### src/rtl/dbu_pkg.sv
// dbu_pkg -- shared types and helpers for the debug unit.
//   dbu_state_e : FSM state encoding (IDLE=0, RUN=1, STEP=2, HALT=3)
//   BLANK_SEG   : all segments off (active-low)
//   hex2seg     : 4-bit nibble -> active-low {dp,g,f,e,d,c,b,a}, dp off
package dbu_pkg;

    typedef enum logic [1:0] {
        IDLE = 2'd0,
        RUN  = 2'd1,
        STEP = 2'd2,
        HALT = 2'd3
    } dbu_state_e;

    localparam logic [7:0] BLANK_SEG = 8'hFF;

    function automatic logic [7:0] hex2seg(input logic [3:0] h);
        case (h)
            4'h0:    hex2seg = 8'hC0;
            4'h1:    hex2seg = 8'hF9;
            4'h2:    hex2seg = 8'hA4;
            4'h3:    hex2seg = 8'hB0;
            4'h4:    hex2seg = 8'h99;
            4'h5:    hex2seg = 8'h92;
            4'h6:    hex2seg = 8'h82;
            4'h7:    hex2seg = 8'hF8;
            4'h8:    hex2seg = 8'h80;
            4'h9:    hex2seg = 8'h90;
            4'hA:    hex2seg = 8'h88;
            4'hB:    hex2seg = 8'h83;
            4'hC:    hex2seg = 8'hC6;
            4'hD:    hex2seg = 8'hA1;
            4'hE:    hex2seg = 8'h86;
            default: hex2seg = 8'h8E;
        endcase
    endfunction

endpackage

### src/rtl/dbu_sseg_scan.sv
// dbu_sseg_scan -- multiplexed 7-segment scanner.
//   clk, rst    : clock, synchronous active-high reset
//   word_i      : word to display, digit i shows nibble word_i[4i+:4]
//   sseg_ca_o   : registered active-low segments (dp always off)
//   sseg_an_o   : registered active-low one-hot digit enable
// The digit index is the top bits of a free-running counter, so each digit
// dwells 2^(SCAN_W-log2(DIGITS)) cycles. Outputs lag cnt/word by one cycle.
module dbu_sseg_scan
    import dbu_pkg::*;
#(
    parameter int DATA_W = 32,
    parameter int DIGITS = 8,
    parameter int SCAN_W = 17
) (
    input  logic              clk,
    input  logic              rst,
    input  logic [DATA_W-1:0] word_i,
    output logic [7:0]        sseg_ca_o,
    output logic [DIGITS-1:0] sseg_an_o
);
    localparam int DIG_W = (DIGITS > 1) ? $clog2(DIGITS) : 1;
    localparam int NIB   = DATA_W / 4;

    logic [SCAN_W-1:0]   cnt_q;
    logic [DIG_W-1:0]    dig;
    logic [4*DIGITS-1:0] wpad;
    logic [7:0]          ca_d;
    logic [DIGITS-1:0]   an_d;

    assign dig = cnt_q[SCAN_W-1 -: DIG_W];

    always_comb begin
        // Zero-extend so digits past the data width index safely; they are blanked anyway.
        wpad = '0;
        wpad[DATA_W-1:0] = word_i;
        an_d = ~(DIGITS'(1) << dig);
        ca_d = (int'(dig) < NIB) ? hex2seg(wpad[4*dig +: 4]) : BLANK_SEG;
    end

    always_ff @(posedge clk) begin
        if (rst) begin
            cnt_q     <= '0;
            sseg_an_o <= ~DIGITS'(1);
            sseg_ca_o <= BLANK_SEG;
        end else begin
            cnt_q     <= cnt_q + 1'b1;
            sseg_an_o <= an_d;
            sseg_ca_o <= ca_d;
        end
    end

endmodule

### src/rtl/dbu_param.sv
// dbu_param -- board-side debug unit for the lab CPU.
//   clk, rst          : clock, synchronous active-high reset
//   succ              : 1 = continuous run, 0 = single-step mode
//   step, inc, dec    : raw button levels (synchronised, rising-edge pulsed)
//   sel               : 0 = mem/rf word, otherwise status channel sel
//   m_rf              : 1 = memory, 0 = register file address space
//   m_data, rf_data   : read data at m_rf_addr
//   status            : packed status channels, ch k = status[k*DATA_W +: DATA_W]
//   run               : CPU clock enable
//   m_rf_addr, led    : inspect address; led = {state, 0..., addr}
//   SSEG_CA, SSEG_AN  : active-low 7-seg segments / digit enables
// Optional feature macro DBU_BREAKPOINT_EN adds pc, bp_addr, bp_valid, bp_hit:
// a PC match while running drops run in the same cycle and parks in HALT.
module dbu_param
    import dbu_pkg::*;
#(
    parameter  int DATA_W   = 32,
    parameter  int ADDR_W   = 8,
    parameter  int RF_DEPTH = 32,
    parameter  int SEL_CH   = 8,
    parameter  int DIGITS   = 8,
    parameter  int SCAN_W   = 17,
    localparam int SEL_W    = (SEL_CH > 1) ? $clog2(SEL_CH) : 1
) (
    input  logic                     clk,
    input  logic                     rst,
    input  logic                     succ,
    input  logic                     step,
    input  logic [SEL_W-1:0]         sel,
    input  logic                     m_rf,
    input  logic                     inc,
    input  logic                     dec,
    input  logic [DATA_W-1:0]        m_data,
    input  logic [DATA_W-1:0]        rf_data,
    input  logic [SEL_CH*DATA_W-1:0] status,
`ifdef DBU_BREAKPOINT_EN
    input  logic [DATA_W-1:0]        pc,
    input  logic [DATA_W-1:0]        bp_addr,
    input  logic                     bp_valid,
    output logic                     bp_hit,
`endif
    output logic                     run,
    output logic [ADDR_W-1:0]        m_rf_addr,
    output logic [15:0]              led,
    output logic [7:0]               SSEG_CA,
    output logic [DIGITS-1:0]        SSEG_AN
);
    localparam logic [ADDR_W-1:0] RF_LAST = ADDR_W'(RF_DEPTH - 1);

    dbu_state_e        state_q;
    logic              run_q;
    logic [2:0]        s1_q, s2_q, s3_q;   // {step, inc, dec} sync chain
    logic              step_p, inc_p, dec_p;
    logic [ADDR_W-1:0] addr_q, addr_d;
    logic              m_rf_q;
    logic [DATA_W-1:0] word;
    logic              bp_match;

    // Two-flop synchroniser, third flop only for edge detection.
    always_ff @(posedge clk) begin
        if (rst) begin
            s1_q <= '0;
            s2_q <= '0;
            s3_q <= '0;
        end else begin
            s1_q <= {step, inc, dec};
            s2_q <= s1_q;
            s3_q <= s2_q;
        end
    end

    assign {step_p, inc_p, dec_p} = s2_q & ~s3_q;

`ifdef DBU_BREAKPOINT_EN
    assign bp_match = (state_q == RUN) && bp_valid && (pc == bp_addr);
    assign bp_hit   = (state_q == HALT);
`else
    assign bp_match = 1'b0;
`endif

    // A breakpoint hit must stop the CPU in the very cycle it is seen.
    assign run = run_q & ~bp_match;

    always_ff @(posedge clk) begin
        if (rst) begin
            state_q <= IDLE;
            run_q   <= 1'b0;
        end else begin
            case (state_q)
                IDLE: if (step_p) begin
                          state_q <= STEP; run_q <= 1'b1;
                      end else if (succ) begin
                          state_q <= RUN;  run_q <= 1'b1;
                      end
                RUN:  if (bp_match) begin
                          state_q <= HALT; run_q <= 1'b0;
                      end else if (!succ) begin
                          state_q <= IDLE; run_q <= 1'b0;
                      end
                STEP: if (succ) begin
                          state_q <= RUN;  run_q <= 1'b1;
                      end else begin
                          state_q <= IDLE; run_q <= 1'b0;
                      end
                HALT: if (step_p) begin
                          state_q <= STEP; run_q <= 1'b1;
                      end else if (!succ) begin
                          state_q <= IDLE; run_q <= 1'b0;
                      end
                default: begin
                          state_q <= IDLE; run_q <= 1'b0;
                      end
            endcase
        end
    end

    // Address walk; a change of address space restarts at 0 and wins over buttons.
    always_comb begin
        addr_d = addr_q;
        if (m_rf != m_rf_q)
            addr_d = '0;
        else if (inc_p && !dec_p)
            addr_d = (!m_rf && addr_q == RF_LAST) ? '0 : addr_q + 1'b1;
        else if (dec_p && !inc_p)
            addr_d = (!m_rf && addr_q == '0) ? RF_LAST : addr_q - 1'b1;
    end

    always_ff @(posedge clk) begin
        if (rst) begin
            addr_q <= '0;
            m_rf_q <= 1'b0;
        end else begin
            addr_q <= addr_d;
            m_rf_q <= m_rf;
        end
    end

    assign m_rf_addr = addr_q;
    assign led       = {state_q, 14'(addr_q)};

    always_comb begin
        word = '0;
        if (sel == '0)
            word = m_rf ? m_data : rf_data;
        else if (int'(sel) < SEL_CH)
            word = status[int'(sel)*DATA_W +: DATA_W];
    end

    dbu_sseg_scan #(
        .DATA_W (DATA_W),
        .DIGITS (DIGITS),
        .SCAN_W (SCAN_W)
    ) u_scan (
        .clk       (clk),
        .rst       (rst),
        .word_i    (word),
        .sseg_ca_o (SSEG_CA),
        .sseg_an_o (SSEG_AN)
    );

endmodule

### config.mk
export PLATFORM = sky130hd
export DESIGN_NAME = dbu_param
export DESIGN_NICKNAME = d
export VERILOG_FILES = /design/src/rtl/dbu_pkg.sv /design/src/rtl/dbu_sseg_scan.sv /design/src/rtl/dbu_param.sv
export SDC_FILE = /design/constraint.sdc
export NUM_CORES = 1
export LEC_CHECK = 0
export ABC_CLOCK_PERIOD_IN_PS = 4600
export CAP_MARGIN = 0
export CORE_AREA = 2 2 146 148
export DETAILED_ROUTE_END_ITERATION = 7
export DIE_AREA = 0 0 148 150
export SLEW_MARGIN = 20
export SYNTH_ARGS = -nofsm -noshare
export SYNTH_HDL_FRONTEND = slang
export SYNTH_SLANG_ARGS = --single-unit
### constraint.sdc
create_clock -name clk -period 4.6 [get_ports clk]
set_input_delay 0.46 -clock clk [delete_from_list [all_inputs] [get_ports clk]]
set_output_delay 0.46 -clock clk [all_outputs]
set_load 0.005 [all_outputs]
==> impl_metrics.ini, run 1 <==
[synth]
simple_logic_cell_fraction_of_the_synthesized_area = 0.164
synth.distinct_cells = 61
synth_area_in_compound_gates = 0.192
synth.yosys.seq_area_share = 0.203
async_flop_share = 0
synth-seq-cells = 53
ys_warn_count = 0
synth_cells = 619
syn-mean-instance-area_um2 = 8.45
synth_largest_area_cell = dfxtp_1
yosys.area_share.adder = 0.0263
synthFlopType = dfxtp_1
synthTopCellsByArea = dfxtp_1 20%, mux2i_1 15%, mux4_2 7.3%, mux2_2 6.5%, a21oi_1 3.8%
synth_enable_flop_cells = 0
synthMuxAreaShare = 0.308
synth_top_family_by_area = multiplexers
mappedNetlistArea_um2 = 5230
fraction_of_synthesized_cell_area_taken_by_the_top_area_cell_type = 0.203
post_synth_xor_xnor_area = 0.0285

[clocking]
clk-insertion-delay-late_ns = 0.28
deepest_clock_path_buffer_count = 2
postCtsResizedCells = 0
clock_tree_from_tritoncts = yes
clock_sinks = 53
clkSlewWorstSetupHoldPaths_ns = 0.07
cts_htree_levels = 2
clock_tree_root_driver_cell = clkbuf_16
cts.hold.buffers_added = 0
cts_made_buffers = 5
post_cts_setup_buffer_count = 0

[critical_path]
critical_path.max_fanout = 20
end_kind = register
critPathArrivalTime_ns = 3.59
critical_path_required_ns = 4.80
worst_setup_path_start_kind = primary input
worstSetupPathType = primary input to register

[cells_and_area]
drive_gt1_frac = 0.0916
mostFrequentLayoutCell = clkdlybuf4s50_1
design.final.nets = 1257
layout.cells.most_common_list = 327 x clkdlybuf4s50_1, 79 x mux2i_1, 53 x dfxtp_1, 50 x nand2_1, 40 x a21oi_1
area.sequential_um2 = 1060
area_delta_synth_final_pct = 68.9
fillers = 2102
final_util = 0.427
multi_input_comb_area_um2 = 3790

[drt]
drt_wl_total_um = 24200
remaining_drc_errors = 0
ant_nets = 0
initialDrtViolationCount = 252
route.detailed.vias_per_inst = 4.89
drt_first_pass_iters = 4
vias_after_detailed_routing = 5837
wl_per_cell_um = 20.3

[global_routing]
first_global_vias = 5811
grt_use_total = 0.209
grt_pass1_wl_um = 34900
antenna_found_initial = 2
pin_count_of_the_biggest_net_entering_global_routing = 98
grt_overflow = 0

[die]
core-area_um2 = 20700
std_cell_rows = 53
design.die.area_um2 = 22200
floorplan.die.height_um = 150
initial_core_utilization = 0.253
io_pins = 371
die_w_um = 148

[power_and_ir_drop]
seq_power_share = 0.313
clock_power_share = 0.274
cellInternalPower_uw = 1160
swShare = 0.265
p_total_uw = 1570
cellPowerDensity_nw_per_um2 = 178
switchingPower_uw = 417
cellLeakagePower_uw = 0.00341
power.combinational.fraction = 0.413
vdd_drop_max_v = 0.000130

[status]
status = complete, no violations

[run]
timing.max_cap.violations = 0

[timing]
grt_setup_unrepaired = no
timing.setup.tns_ns = 0
max_slew_margin = 0.494
setup-violations-final = 0
holdWs_ns = 0.433
max_clock_freq_mhz = 295
fin_crit_sh = 0.737
post-route-worst-setup-slack_ns = 1.21
timing.final.max_slew_violations = 0
layout_min_cycle_time_ns = 3.39
timing.clock.skew_ns = 0.00566
report.final.hold_viol_count = 0
worst-slew-pin-transition_ns = 0.759

[placement]
gp_congestion = 0.864
detailedPlacementHpwl_um = 20100
buffers_on_ports = 331
dp_slack_ns = 0.897

[worst_hold_path]
timing.hold.worst.class = register to register
## metal layers
metal  share of wire  track usage
met5         0.00054            0
met4          0.0088       0.0262
met3           0.083       0.0549
met2            0.46        0.343
met1            0.45        0.284
## area by class of cell
class | count | area share
Antenna cell | 1 | 0.000283
Inverter | 13 | 0.00552
Tap cell | 275 | 0.0390
Timing Repair Buffer | 345 | 0.386
Clock buffer | 6 | 0.0157
Sequential cell | 53 | 0.120
Multi-Input combinational cell | 498 | 0.429
Clock inverter | 2 | 0.00425
## metrics by stage
step                std cells  area (um^2)
floorplan                 624         5250
CTS                      1192         8830
detailed placement       1184         8650
global route             1192         8830
finish                   1193         8830
global placement         1184         8650
## cell families (layout without fill, tap and decap cells)
| group | count (synthesis) | count (layout) |
|---|---|---|
| mux | 134 | 134 |
| xor+xnor | 17 | 17 |
| flops | 53 | 53 |
| compound gates | 154 | 154 |
| other cells | 2 | 8 |
| simple gates | 175 | 175 |
| buf+inv | 73 | 366 |
| fa+ha+maj | 11 | 11 |
## power by group through the flow
| stage | Combinational (uW) | Sequential [uW] | Clock, uW |
|---|---|---|---|
| after floorplan | 298 | 502 | 0 |
| after global placement | 646 | 504 | 0 |
| after detailed placement | 649 | 504 | 0 |
| after CTS | 653 | 494 | 444 |
| after global routing | 702 | 496 | 469 |
| final | 650 | 493 | 431 |
## critical path: stages
cell and delay [ns]:
buf_2 0.50, buf_4 0.33, mux2_2 0.37, mux4_2 0.49, o21ai_0 0.19, a31oi_1 0.25
inv_1 0.18, ha_1 0.27, nor2_1 0.09, a22o_1 0.24, nor3_1 0.20
## synth_stat cells (2+ instances only)
| cell | count |
|---|---|
| nor3b_1 | 2 |
| conb_1 | 2 |
| o21ai_0 | 38 |
| nor3_1 | 8 |
| mux2_4 | 2 |
| inv_1 | 13 |
| xor2_1 | 11 |
| nor2b_1 | 21 |
| a32oi_1 | 3 |
| o21a_1 | 2 |
| mux2_1 | 6 |
| mux2i_1 | 79 |
| xnor2_1 | 6 |
| or3_1 | 5 |
| a22oi_1 | 24 |
| a31oi_1 | 10 |
| a21oi_1 | 40 |
| clkbuf_1 | 16 |
| o22ai_1 | 2 |
| a211oi_1 | 4 |
| and3_1 | 7 |
| nand3_1 | 18 |
| nor4_1 | 2 |
| mux4_2 | 17 |
| nand2_1 | 50 |
| nor2_1 | 38 |
| o211ai_1 | 11 |
| and4_1 | 4 |
| buf_4 | 23 |
| nand4_1 | 7 |
| and2_1 | 3 |
| ha_1 | 11 |
| mux2_2 | 30 |
| nand2b_1 | 7 |
| dfxtp_1 | 53 |
| buf_2 | 17 |
| buf_6 | 3 |
## path summary, 6_finish.rpt
path | from | to | slack [ns] | cells after the start
worst max-delay path | m_rf | u_scan.sseg_ca_o[0] | 1.21 | 11
worst max register to register | u_scan.cnt_q[14] | u_scan.sseg_ca_o[3] | 1.33 | 10
worst min register to register | s1_q[1] | s2_q[1] | 0.43 | 1
worst min-delay path | s1_q[1] | s2_q[1] | 0.43 | 1
## flip-flops by register name, summed over array words and instances, names as in the netlist
signal and flops:
u_scan.cnt_q 17, m_rf_addr 8, u_scan.sseg_an_o 8, u_scan.sseg_ca_o 7, s1_q 3, s2_q 3, s3_q 3, state_q 2
m_rf_q 1, run 1
Note: power is estimated with default switching activity, not from simulation.
==> run 2: changes to the inputs <==
--- a/config.mk
+++ b/config.mk
@@ -5,11 +5,11 @@
 export SDC_FILE = /design/constraint.sdc
 export NUM_CORES = 1
 export LEC_CHECK = 0
-export ABC_CLOCK_PERIOD_IN_PS = 4600
+export ABC_CLOCK_PERIOD_IN_PS = 2900
 export CAP_MARGIN = 0
-export CORE_AREA = 2 2 146 148
+export CORE_AREA = 2 2 145 147
 export DETAILED_ROUTE_END_ITERATION = 7
-export DIE_AREA = 0 0 148 150
+export DIE_AREA = 0 0 147 149
 export SLEW_MARGIN = 20
 export SYNTH_ARGS = -nofsm -noshare
 export SYNTH_HDL_FRONTEND = slang
==> constraint.sdc (replaced) <==
create_clock -name clk -period 2.9 [get_ports clk]
set_input_delay 0.29 -clock clk [delete_from_list [all_inputs] [get_ports clk]]
set_output_delay 0.29 -clock clk [all_outputs]
set_load 0.005 [all_outputs]
==> run 2 against run 1 <==
  * Die area is 1.3% lower
  * Routed wire length is 3.6% lower
  * Critical endpoint is now u_scan.sseg_ca_o[3]
  * Non-clock buffer count is 35 higher
  * Utilization is 2.0 points higher
  * Highest routed layer unchanged
  * Flip-flop and latch count stayed put
==> impl_metrics.ini, run 2 (synthesis results as in run 1) <==
[placement]
gp_congestion = 0.857
buffers_on_ports = 331
dp_slack_ns = -0.240
detailedPlacementHpwl_um = 20000
numPlacedInstances = 1218

[cells_and_area]
mostFrequentLayoutCell = clkdlybuf4s50_1
design.final.nets = 1292
fillers = 2028
drive_gt1_frac = 0.127
registers.top_by_ff_count = u_scan.cnt_q
layout.cells.most_common_list = 327 x clkdlybuf4s50_1, 79 x mux2i_1, 53 x dfxtp_1, 50 x nand2_1, 42 x buf_4
flip_flop_count_of_the_largest_register_all_copies_and_words_added = 17
final_cell_count_no_fill = 1233
area_delta_synth_final_pct = 75.7

[global_routing]
grt_overflow = 0
met1_usage = 0.277
groute.layer.met2.usage = 0.352
gr-usage-met3 = 0.0477
grt_use_total = 0.209
antenna_found_initial = 3
grt.busiest_layer = met2
first_global_vias = 6046
grt_pass1_wl_um = 35000
pin_count_of_the_biggest_net_entering_global_routing = 30

[timing]
grt_setup_unrepaired = no
timing.setup.tns_ns = 0
post-route-worst-setup-slack_ns = 0.157
setup-violations-final = 0
layout_min_cycle_time_ns = 2.74
fin_crit_sh = 0.946
timing.final.max_slew_violations = 0
report.final.hold_viol_count = 0
timing.clock.skew_ns = 0.00912
max_clock_freq_mhz = 365

[critical_path]
critical_path_required_ns = 3.06
reg2regPathDepth = 9
crit_chain = clkdlybuf4s50_1, mux2_2, mux4_2, o211ai_1, nand4_1, o22a_1, inv_1, ha_1, inv_1, and2_1, a2111oi_1, a31oi_1
critical_path.max_fanout = 3
worst_setup_path_start_kind = primary input
worst-path-buf-inv = 3
end_kind = register
critical-path-top-cell-by-count = inv_1
critPathArrivalTime_ns = 2.91
critical_path_s_largest_stage_delay_ns = 0.51
worst_path_max_delay_cell = mux4_2
number_of_stages_on_the_worst_setup_path = 12
worstSetupPathType = primary input to register
critical_path.top_delay_family = compound AO/OA/AOI/OAI gates

[power_and_ir_drop]
seq_power_share = 0.316
cellPowerDensity_nw_per_um2 = 270
swShare = 0.282
switchingPower_uw = 699
clock_power_share = 0.246
vdd_drop_max_v = 0.000254
power.combinational.fraction = 0.438
cellLeakagePower_uw = 0.00360
cellInternalPower_uw = 1780

[drt]
vias_after_detailed_routing = 5934
drt_wl_total_um = 23400
route.detailed.vias_per_inst = 4.81
remaining_drc_errors = 0
wl_per_cell_um = 18.9
initialDrtViolationCount = 204
drt_first_pass_iters = 5
ant_nets = 0

[die]
floorplan.die.height_um = 149
initial_core_utilization = 0.254
std_cell_rows = 53
design.die.area_um2 = 21900
io_pins = 371
die_w_um = 147
core-area_um2 = 20600

[worst_hold_path]
hold_depth = 1
timing.hold.worst.class = register to register

[clocking]
clock_sinks = 53
deepest_clock_path_buffer_count = 2
clock_tree_root_driver_cell = clkbuf_16
cts_htree_levels = 2
cts_made_buffers = 5
cts.hold.buffers_added = 0
clkSlewWorstSetupHoldPaths_ns = 0.07
clock_tree_from_tritoncts = yes
clk-insertion-delay-late_ns = 0.29

[run]
timing.max_cap.violations = 0

[status]
status = complete, no violations
[run 2: cell types whose count changed in the layout (fill, tap and decap cells not counted), moves of 2 or more]
cell | previous run | this run
clkinv_4 | 0 | 2
buf_4 | 14 | 42
buf_12 | 1 | 8
diode_2 | 1 | 6
[run 2: path summary, 6_finish.rpt]
| path | startpoint | to | slack, ns |
|---|---|---|---|
| hold / removal | s1_q[0] | s2_q[0] | 0.44 |
| setup / recovery | m_data[12] | u_scan.sseg_ca_o[3] | 0.16 |
| setup reg to reg | u_scan.cnt_q[14] | u_scan.sseg_ca_o[3] | 0.31 |
| hold reg to reg | s1_q[0] | s2_q[0] | 0.44 |
[run 2: per-stage QoR]
step | instance area, um^2 | total power [uW] | util | hold WS (ns)
floorplan | 5280 | 1270 | - | 0.413
detailed placement | 9000 | 1890 | 0.438 | 0.422
global route | 9170 | 2620 | 0.446 | 0.459
global placement | 9000 | 1880 | 0.438 | 0.422
CTS | 9160 | 2500 | 0.445 | 0.441
finish | 9190 | 2480 | 0.447 | 0.439
[run 2: power by group through the flow]
stage                     Sequential, uW  Clock, uW  Combinational, uW
final                                782        609               1090
after CTS                            783        626               1090
after global placement               799          0               1080
after floorplan                      796          0                477
after detailed placement             800          0               1090
after global routing                 787        656               1180
[run 2: timing repair]
item,in CTS,in global routing
endpoints found under the setup margin,5,4
resized for setup,1,2
setup buffers,0,1
[run 2: final cells by class]
| cell class | count | area, um^2 | share of cell area |
|---|---|---|---|
| tap | 275 | 344 | 0.0375 |
| timing repair buffer | 380 | 3770 | 0.410 |
| clock inverter | 3 | 26.3 | 0.00286 |
| clock buffer | 5 | 125 | 0.0136 |
| sequential | 53 | 1060 | 0.115 |
| antenna | 6 | 15.0 | 0.00163 |
| inverter | 13 | 48.8 | 0.00531 |
| multi-input combinational | 498 | 3800 | 0.414 |
[run 2: metal layers]
metal,vias up,part of all wire
li1,2941,-
met1,2691,0.43
met2,268,0.46
met3,30,0.094
met4,4,0.017
met5,-,0.00098
==> run 3: changes to the inputs <==
--- a/config.mk
+++ b/config.mk
@@ -7,9 +7,10 @@
 export LEC_CHECK = 0
 export ABC_CLOCK_PERIOD_IN_PS = 2900
 export CAP_MARGIN = 0
-export CORE_AREA = 2 2 145 147
+export CORE_MARGIN = 10
+export CORE_UTILIZATION = 33
 export DETAILED_ROUTE_END_ITERATION = 7
-export DIE_AREA = 0 0 147 149
+export PLACE_DENSITY = 0.8
 export SLEW_MARGIN = 20
 export SYNTH_ARGS = -nofsm -noshare
 export SYNTH_HDL_FRONTEND = slang
==> run 3 against run 2 <==
  * Total power up 0.99%
  * Combinational power barely moved
  * Clock power hardly changed
  * First-iteration DRC count up 94%
  * Flip-flop and latch count unchanged
  * Sequential share of layout area barely moved
  * Setup slack worse by 0.0061 ns
  * Final area is 0.30% lower
  * Cell count shrank 4.9%
  * Global-route usage is 1.8 points higher
  * Clock skew barely moved
  * Utilization grew 15 points
  * Highest routed layer unchanged
==> impl_metrics.ini, run 3 (synthesis results as in run 1) <==
[die]
initial_core_utilization = 0.340
std_cell_rows = 45
floorplan.die.height_um = 146
core-area_um2 = 15400
io_pins = 371
die_w_um = 146
design.die.area_um2 = 21300

[timing]
post-route-worst-setup-slack_ns = 0.151
timing.clock.skew_ns = 0.00920
fin_crit_sh = 0.948
grt_setup_unrepaired = no
timing.final.max_slew_violations = 0
holdWs_ns = 0.440
setup-violations-final = 0
max_clock_freq_mhz = 364
report.final.hold_viol_count = 0
layout_min_cycle_time_ns = 2.75

[clocking]
clock_tree_from_tritoncts = yes
cts_made_buffers = 5
clock_sinks = 53
cts_htree_levels = 2
post_cts_setup_buffer_count = 0
clkSlewWorstSetupHoldPaths_ns = 0.07
clock_tree_root_driver_cell = clkbuf_16
deepest_clock_path_buffer_count = 2
clk-insertion-delay-late_ns = 0.29

[global_routing]
grt_pass1_wl_um = 37900
grt_overflow = 0
grt_use_total = 0.226
antenna_found_initial = 8
met1_usage = 0.258
groute.layer.met2.usage = 0.375
grt.busiest_layer = met2
first_global_vias = 6436
pin_count_of_the_biggest_net_entering_global_routing = 27
gr-usage-met3 = 0.110

[critical_path]
critPathArrivalTime_ns = 2.90
timing.reg2reg.setup_slack_ns = 0.28
critical_path_required_ns = 3.05
r2r-end = u_scan.sseg_ca_o[3]
reg2regPathDepth = 12
critical_path.max_fanout = 9
end_kind = register
r2r-start = u_scan.cnt_q[15]
worst_setup_path_startpoint = sel[1]
worstSetupPathType = primary input to register
worst_setup_path_start_kind = primary input

[cells_and_area]
layout.cell_area.non_filler_um2 = 9160
fillers = 1371
multi_input_comb_area_um2 = 3800
mostFrequentLayoutCell = clkdlybuf4s50_1
registers.top_by_ff_count = u_scan.cnt_q
final_util = 0.596
area.sequential_um2 = 1060
design.final.nets = 1299
layout.cells.most_common_list = 328 x clkdlybuf4s50_1, 79 x mux2i_1, 53 x dfxtp_1, 50 x nand2_1, 48 x buf_4
drive_gt1_frac = 0.133
flip_flop_count_of_the_largest_register_all_copies_and_words_added = 17
area_delta_synth_final_pct = 75.2

[run]
timing.max_cap.violations = 0

[power_and_ir_drop]
cellLeakagePower_uw = 0.00364
p_total_uw = 2500
vdd_drop_max_v = 0.000230
cellPowerDensity_nw_per_um2 = 273

[drt]
remaining_drc_errors = 0
drt_wl_total_um = 25600
drt_first_pass_iters = 5
initialDrtViolationCount = 395
ant_nets = 0
route.detailed.vias_per_inst = 5.29
wl_per_cell_um = 21.9
vias_after_detailed_routing = 6201

[worst_hold_path]
hold_depth = 1
worst_hold_startpoint = s1_q[0]
hold_end = s2_q[0]
timing.hold.worst.class = register to register

[placement]
postPlaceCellArea_um2 = 8990
buffers_on_ports = 331
gp_congestion = 0.916
dp_slack_ns = -0.236
detailedPlacementHpwl_um = 22400

[status]
status = complete, no violations
run 3: worst max path at each step:
stage	end	slack [ns]	depth (start not counted)
floorplan	u_scan.sseg_ca_o[3]	0.04	16
global placement	u_scan.sseg_ca_o[3]	-0.20	14
detailed placement	u_scan.sseg_ca_o[3]	-0.24	14
CTS	u_scan.sseg_ca_o[3]	0.06	14
global route	u_scan.sseg_ca_o[3]	0.02	14
finish	u_scan.sseg_ca_o[3]	0.15	9
run 3: final cells by class:
type | count | share of cell area
timing repair buffer | 387 | 0.418
sequential | 53 | 0.116
clock buffer | 5 | 0.0137
multi-input combinational | 498 | 0.415
antenna | 3 | 0.000820
clock inverter | 3 | 0.00314
tap | 211 | 0.0288
inverter | 13 | 0.00533
run 3: per-stage QoR:
step                std cells  setup TNS (ns)
global route             1170               0
global placement         1162          -0.221
finish                   1173               0
CTS                      1170               0
floorplan                 624               0
detailed placement       1162          -0.335
run 3: where the power goes:
part | switching [uW] | total (uW) | internal, uW | leakage [uW]
logic | 405 | 1110 | 703 | 0.00313
clock network | 278 | 611 | 333 | 0.0000767
registers | 23.4 | 783 | 760 | 0.000433
run 3: worst max-delay path, cell delays in order:
cell and delay [ns]:
clkdlybuf4s50_1 0.53, and2_1 0.40, a22oi_1 0.19, a22oi_1 0.23
nand3_1 0.15, a2111oi_4 0.47, nor2_2 0.18, a2111oi_2 0.37
a31oi_1 0.08
run 3: metal layers:
| metal | vias to the layer above | share of wire |
|---|---|---|
| li1 | 2953 | - |
| met1 | 2848 | 0.38 |
| met2 | 341 | 0.47 |
| met3 | 47 | 0.13 |
| met4 | 12 | 0.020 |
| met5 | - | 0.0028 |
run 3: what timing repair did:
action / 4_1_cts / 5_1_grt
resized for setup: 0 / 4
setup endpoints to repair: 0 / 1
hold buffers: 0 / 0
